## src/rtl/rot_issue_stage.sv

```systemverilog
// Issue stage for an external combinational right-rotate unit: requests queue in a
// 2-entry FIFO, are driven one at a time, and the captured result is held until accepted.
module rot_issue_stage #(
    parameter int ADDRESS_BITS = 3,
    parameter int WIDTH        = 2 ** ADDRESS_BITS
) (
    input  logic                    clk,
    input  logic                    reset,
    input  logic                    in_valid,
    output logic                    in_ready,
    input  logic [ADDRESS_BITS-1:0] in_amt,
    input  logic [WIDTH-1:0]        in_num,
    output logic [ADDRESS_BITS-1:0] rot_amt,
    output logic [WIDTH-1:0]        rot_num,
    input  logic [WIDTH-1:0]        rot_shifted,
    output logic                    out_valid,
    input  logic                    out_ready,
    output logic [WIDTH-1:0]        out_data,
    output logic                    busy,
    output logic [15:0]             op_count
);

    typedef enum logic [1:0] {
        ST_IDLE,
        ST_DRIVE,
        ST_RESULT
    } state_t;

    state_t                  state_q, state_d;
    logic [ADDRESS_BITS-1:0] fifo_amt_q [2];
    logic [WIDTH-1:0]        fifo_num_q [2];
    logic                    rd_ptr_q, rd_ptr_d;
    logic                    wr_ptr_q, wr_ptr_d;
    logic [1:0]              count_q, count_d;
    logic [ADDRESS_BITS-1:0] rot_amt_q, rot_amt_d;
    logic [WIDTH-1:0]        rot_num_q, rot_num_d;
    logic                    out_valid_q, out_valid_d;
    logic [WIDTH-1:0]        out_data_q, out_data_d;
    logic [15:0]             op_count_q, op_count_d;
    logic                    push;
    logic                    pop;

    assign in_ready = !reset && (count_q < 2'd2);
    assign push     = in_valid && in_ready;

    always_comb begin
        state_d     = state_q;
        rot_amt_d   = rot_amt_q;
        rot_num_d   = rot_num_q;
        out_valid_d = out_valid_q;
        out_data_d  = out_data_q;
        op_count_d  = op_count_q;
        pop         = 1'b0;

        case (state_q)
            ST_IDLE: begin
                if (count_q != 2'd0) begin
                    pop     = 1'b1;
                    state_d = ST_DRIVE;
                end
            end
            ST_DRIVE: begin
                out_data_d  = rot_shifted;
                out_valid_d = 1'b1;
                state_d     = ST_RESULT;
            end
            ST_RESULT: begin
                if (out_ready) begin
                    op_count_d  = op_count_q + 16'd1;
                    out_valid_d = 1'b0;
                    // Back-to-back: the next request is driven on the same edge the result retires.
                    if (count_q != 2'd0) begin
                        pop     = 1'b1;
                        state_d = ST_DRIVE;
                    end else begin
                        state_d = ST_IDLE;
                    end
                end
            end
            default: state_d = ST_IDLE;
        endcase

        if (pop) begin
            rot_amt_d = fifo_amt_q[rd_ptr_q];
            rot_num_d = fifo_num_q[rd_ptr_q];
        end

        rd_ptr_d = rd_ptr_q ^ pop;
        wr_ptr_d = wr_ptr_q ^ push;
        count_d  = count_q + {1'b0, push} - {1'b0, pop};
    end

    always_ff @(posedge clk) begin
        if (reset) begin
            state_q     <= ST_IDLE;
            rd_ptr_q    <= 1'b0;
            wr_ptr_q    <= 1'b0;
            count_q     <= '0;
            rot_amt_q   <= '0;
            rot_num_q   <= '0;
            out_valid_q <= 1'b0;
            out_data_q  <= '0;
            op_count_q  <= '0;
        end else begin
            state_q     <= state_d;
            rd_ptr_q    <= rd_ptr_d;
            wr_ptr_q    <= wr_ptr_d;
            count_q     <= count_d;
            rot_amt_q   <= rot_amt_d;
            rot_num_q   <= rot_num_d;
            out_valid_q <= out_valid_d;
            out_data_q  <= out_data_d;
            op_count_q  <= op_count_d;
        end
    end

    // Payload storage needs no reset; occupancy is tracked by count_q alone.
    always_ff @(posedge clk) begin
        if (push) begin
            fifo_amt_q[wr_ptr_q] <= in_amt;
            fifo_num_q[wr_ptr_q] <= in_num;
        end
    end

    assign rot_amt   = rot_amt_q;
    assign rot_num   = rot_num_q;
    assign out_valid = out_valid_q;
    assign out_data  = out_data_q;
    assign op_count  = op_count_q;
    assign busy      = (state_q != ST_IDLE) || (count_q != 2'd0);

endmodule
```

## config.mk

```make
export PLATFORM = sky130hd
export DESIGN_NAME = rot_issue_stage
export DESIGN_NICKNAME = d
export VERILOG_FILES = /design/src/rtl/rot_issue_stage.sv
export SDC_FILE = /design/constraint.sdc
export NUM_CORES = 1
export LEC_CHECK = 0
export ABC_CLOCK_PERIOD_IN_PS = 2200
export BUFFER_PORTS_ARGS = -buffer_cell sky130_fd_sc_hd__buf_2
export CAP_MARGIN = 40
export CORE_UTILIZATION = 47
export CTS_CLUSTER_SIZE = 28
export DETAILED_ROUTE_END_ITERATION = 7
export PLACE_DENSITY = 0.74
export SYNTH_ARGS = -nofsm -noshare
export SYNTH_HDL_FRONTEND = slang
export SYNTH_SLANG_ARGS = --single-unit
```

## constraint.sdc

```tcl
create_clock -name clk -period 2.2 [get_ports clk]
set_input_delay 0.11 -clock clk [delete_from_list [all_inputs] [get_ports clk]]
set_output_delay 0.11 -clock clk [all_outputs]
set_load 0.005 [all_outputs]
```

# == Yosys cells after proc, flatten, opt, wreduce, memory -nomap -nowiden ==
# Memory sizes are Yosys's and may differ from the RTL's. A register that Yosys moved wholly into a read port is not among the register bits.
# Index checks and enable logic that the tools add are counted.
# word_totals
word_cells,41
in_bits,23
ram_bits,22
mem_count,2
reg_bits,31
# op_classes
n_addsub,3
muxes,11
bitwise,2
magnitude_cmp,1
n_eq_ne,4
reduce_logical,11
# memory_table
memory,depth,word_bits,rd,rd_ports_with_merged_regs,wr,line,rtl
fifo_num_q,2,8,1,1,1,31,logic [WIDTH-1:0] fifo_num_q [2];
fifo_amt_q,2,3,1,1,1,30,logic [ADDRESS_BITS-1:0] fifo_amt_q [2];
# op_table
operator,count
$add 16x1->16 const B,1
$mux 1,6
$pmux 2 s3,1
$reduce_and 2->1,3
$reduce_bool 2->1,3
$mux 2,2
$ne 2x2->1 const B,2
$pmux 1 s2,2
$add 2x1->2,1
$eq 2x1->1 const B,1
$eq 2x2->1 const B,1
$logic_and 1x1->1,2
$logic_not 2->1,1
$lt 2x2->1 const B,1
$sub 2x1->2,1
$xor 1x1->1,2
$logic_not 1->1,1
$logic_or 1x1->1,1

# == Longest topological paths before layout ==
# depth
depth_word,5
depth_mapped,9
depth_no_buf,7

# == Worst setup path after synthesis ==
# Ideal clock, no wire load.
# synth_path
path_kind,register to register
startpoint,register state_q[1]
endpoint,register count_q[0]
setup_time_ps,123
t_arrival_ps,1913
path_slack_ps,164
synth_period_minus_slack_ps,2036
n_path_buf,2
stages_incl_launch_ff,9
cell_sequence,dfxtp_1 -> buf_2 -> nor2b_1 -> nor3_1 -> clkbuf_1 -> ha_1 -> inv_1 -> ha_1 -> nor2b_1
# synth_via
elab_chain_len,3
word_cells_on_any_way,4
# synth_lines
element,line,rtl
from (decl),29,"state_t state_q, state_d;"
from (signal assigned),105,state_q <= state_d;
$eq 2x2->1 / $logic_not 2->1 (equally long branches),55,case (state_q)
$pmux 1 s2 *,55,
via pop,41,logic pop;
$sub 2x1->2 *,90,"count_d = count_q + {1'b0, push} - {1'b0, pop};"
via count_d[0],34,"logic [1:0] count_q, count_d;"
to (signal assigned),108,count_q <= count_d;
to (decl),34,
# Mark *: on every way through the listed nets, which the timed path passes. The rest lies on a longest branch.
# A chain may end at the register's enable or synchronous reset.

# == Worst setup path in the final report ==
# layout_path
startpoint,register state_q[1]
endpoint,"register op_count_q[15], in the netlist op_count[15]"
# layout_via
elab_chain_len,2
# layout_lines
element,line,rtl
$eq 2x2->1,55,
$reduce_and 2->1 (no source line),-,
to (signal assigned),113,op_count_q <= op_count_d;
to (decl),39,"logic [15:0] op_count_q, op_count_d;"
# Every way passes these cells.

==> run_results.csv <==
group,metric,value,unit
logic_synthesis,synth_fp_nets,255,
critical_path,worst-setup-path-type,"reg2reg",
routing,top_layer,"met4",
logic_synthesis,yosysWarningCount,0,
routing,dr.pass1.iters,4,
power_and_ir_drop,p_per_area,1040,mW/mm^2
routing,drt_wl_total,4320,um
cts,cts_sinks,64,
routing,drtIter0Drc,79,
critical_path,rrSetupSlack,380,ps
logic_synthesis,syn_area,0.00247,mm^2
routing,via_per_inst,4.98,
cts,ctsResizeCount,0,
cts,ctsRootBufferMaster,"clkbuf_8",
global_route,grtUsageTotal,16.9,%
timing,rsz0062_at_grt,"no",
timing,finalSetupViolCount,0,
placed_design,dp_cells,347,
cts,path_clk_slew,60,ps
worst_hold_path,hp-class,"in2reg",
finish,fin_cells,374,
placed_design,gp_congestion,0.720,
logic_synthesis,yosysTopAreaCellShare,34.0,%
critical_path,reg2reg_to,"op_count[15]",
routing,dr_wl_met3,163,um
critical_path,cp-end-kind,"flop",
floorplanning,core_area,0.00507,mm^2
logic_synthesis,synthTopCellsByArea,"dfxtp_1, edfxtp_1, mux2i_1",
logic_synthesis,postSynth.asyncResetShare,0,%
logic_synthesis,synth_edf_count,22,
routing,antenna_left,0,
cts,cts_hold_buf,11,
finish,multi_input_comb_area,905,um^2
finish,seqCellArea,0.00150,mm^2
placed_design,port_buffers,60,
cts,post_cts_buffers,0,
floorplanning,initial_core_util,48.7,%
routing,wl_met1,1920,um
cts,clock_latency,320,ps
timing,fin_crit_sh,82.6,%
finish,stdcell_area,0.00315,mm^2
routing,wl_met2,2130,um
global_route,grt_pass1_vias,1603,
critical_path,r2r_start,"state_q[1]",
timing,report.final.hold_viol_count,0,
critical_path,crit_fanout,9,
logic_synthesis,avgSynthCellArea,10.9,um^2
floorplanning,die_y,74.5,um
routing,wl_per_cell,11.5,um
worst_hold_path,hold_depth,3,
logic_synthesis,ys_types,31,
cts,cts_buffers,9,
timing,tns,0,ps
logic_synthesis,post-synth-top-area-cell,"dfxtp_1",
floorplanning,io_pins,61,
timing,period_needed,1820,ps
finish,syn_to_final_growth,27.6,%
global_route,grt_pass1_wl,6900,um
global_route,antenna_found_initial,0,
logic_synthesis,ys_ff_latch,64,
global_route,grt_max_degree,44,
routing,num_vias,1861,
routing,drc_errors,0,
critical_path,worstPathArrival,2070,ps
timing,skew,6.92,ps
timing,drv_slew,0,
cts,cts.path.max_buffers,2,
flow_run,drv_cap,0,
power_and_ir_drop,leakage,1.30,nW
finish,nets,327,
worst_hold_path,whs_endpoint,"out_data[3]",
worst_hold_path,min_from,"rot_shifted[3]",
finish,fillers,455,
logic_synthesis,ys.flop_type,"dfxtp_1",
global_route,grt_remaining_overflow,0,
floorplanning,dieArea,0.00555,mm^2
placed_design,dpl.hpwl,2880,um
timing,slew_headroom,52.7,%
logic_synthesis,netlist_instances,227,
floorplanning,rows,26,
placed_design,placed_cell_area,0.00283,mm^2
power_and_ir_drop,peakVddDrop,0.519,mV
finish,antenna_cells,0,
floorplanning,die_w,74.5,um
cts,htree_levels,3,
power_and_ir_drop,finalPower,3.28,mW
outcome,status,"finished, final reports clean",
placed_design,post-place-ws,392,ps
timing,tightestPinTransition,709,ps
logic_synthesis,seq_area_frac_synth,60.8,%
critical_path,startpoint_type,"flop",
cts,cts_tree,"yes",
timing,max_freq,550,MHz
timing,setup_ws,382,ps
critical_path,required,2450,ps
critical_path,ff2ff_path_depth,4,
finish,drive_gt1_share,26.6,%
[layer usage]
layer  up-vias  track usage [%]
li1        945                -
met1       866             19.5
met2        40             27.9
met3        10             4.47
met4         0             10.7
met5         -                0
[cell usage after synthesis, types with 2 or more instances]
| master | number |
|---|---|
| dfxtp_1 | 42 |
| nor2_1 | 28 |
| nand2_1 | 23 |
| edfxtp_1 | 22 |
| a21oi_1 | 16 |
| mux2i_1 | 12 |
| a211oi_1 | 11 |
| clkbuf_1 | 8 |
| xnor2_1 | 7 |
| inv_1 | 6 |
| ha_1 | 5 |
| xor2_1 | 5 |
| nand3_1 | 4 |
| nand4_1 | 4 |
| nor2b_1 | 4 |
| nor3_1 | 4 |
| o21ai_0 | 4 |
| or3_1 | 4 |
| and4_1 | 2 |
| buf_1 | 2 |
| buf_2 | 2 |
| nand2b_1 | 2 |
| nor4_1 | 2 |
[worst max-delay path by stage]
stage	from	endpoint	slack (ps)
finish	state_q[1]	op_count[15]	380
global route	state_q[1]	op_count[15]	260
CTS	state_q[1]	op_count[15]	380
detailed placement	state_q[1]	op_count[15]	390
global placement	state_q[1]	op_count[15]	430
floorplan	state_q[1]	count_q[0]	160
[sequential cells by signal (all words and copies together), names as in the netlist]
register and cells:
count_q 2, fifo_amt_q 6, fifo_num_q 16, op_count 16
out_data 8, out_valid 1, rd_ptr_q 1, rot_amt 3
rot_num 8, state_q 2, wr_ptr_q 1
[worst max-delay path, stage by stage, from the launching register on]
cell and delay (ps):
dfxtp_1 480, nand3b_4 160, or4_4 570, or4_1 410
a21oi_1 140
[final cells by class]
| cell class | count | share of cell area [%] |
|---|---|---|
| Timing Repair Buffer | 73 | 13.5 |
| Tap cell | 70 | 2.78 |
| Clock inverter | 6 | 2.66 |
| Clock buffer | 10 | 4.05 |
| Sequential cell | 64 | 47.6 |
| Inverter | 6 | 0.714 |
| Multi-Input combinational cell | 145 | 28.7 |
[power by group]
group          leakage (nW)  total [mW]  internal (mW)  switching [mW]
Clock                0.0999        1.06          0.632           0.425
Sequential            0.544        1.53           1.40           0.124
Combinational         0.655       0.691          0.338           0.353
Total                  1.30        3.28           2.37           0.902
[through the flow]
step	hold WS, ps	util (%)
after floorplan	209	-
after global placement	300	55.8
after detailed placement	301	55.8
after CTS	9.15	62.1
after global routing	21.7	62.1
final	21.6	62.1
[cell families after synthesis]
logic type | count (synthesis) | synth area share [%]
DFF | 64 | 60.8
xor gates and xnor gates | 12 | 4.25
and+or+nand+nor | 83 | 16.7
buffers and inverters | 18 | 2.84
adders and majority gates | 5 | 2.53
muxes | 12 | 4.86
AOI/OAI and AO/OA | 33 | 8.05
[cell usage in the layout (no fill, tap or decap), types with 2 or more instances in the layout]
master         instances
dfxtp_1               42
inv_1                  6
a21oi_1               16
edfxtp_1              22
a211oi_1              11
buf_2                 60
nor3_1                 3
o21ai_0                4
nor2b_1                4
nand2b_1               2
bufinv_16              2
nand3_1                4
nor4_1                 2
xor2_1                 5
buf_4                  2
xnor2_1                7
ha_1                   5
clkinvlp_4             2
nor2_1                28
dlygate4sd3_1         11
clkbuf_8               9
and4_1                 2
mux2i_1               12
nand4_1                4
nand2_1               23
or3_1                  4
Power figures use the tool's default switching activity.
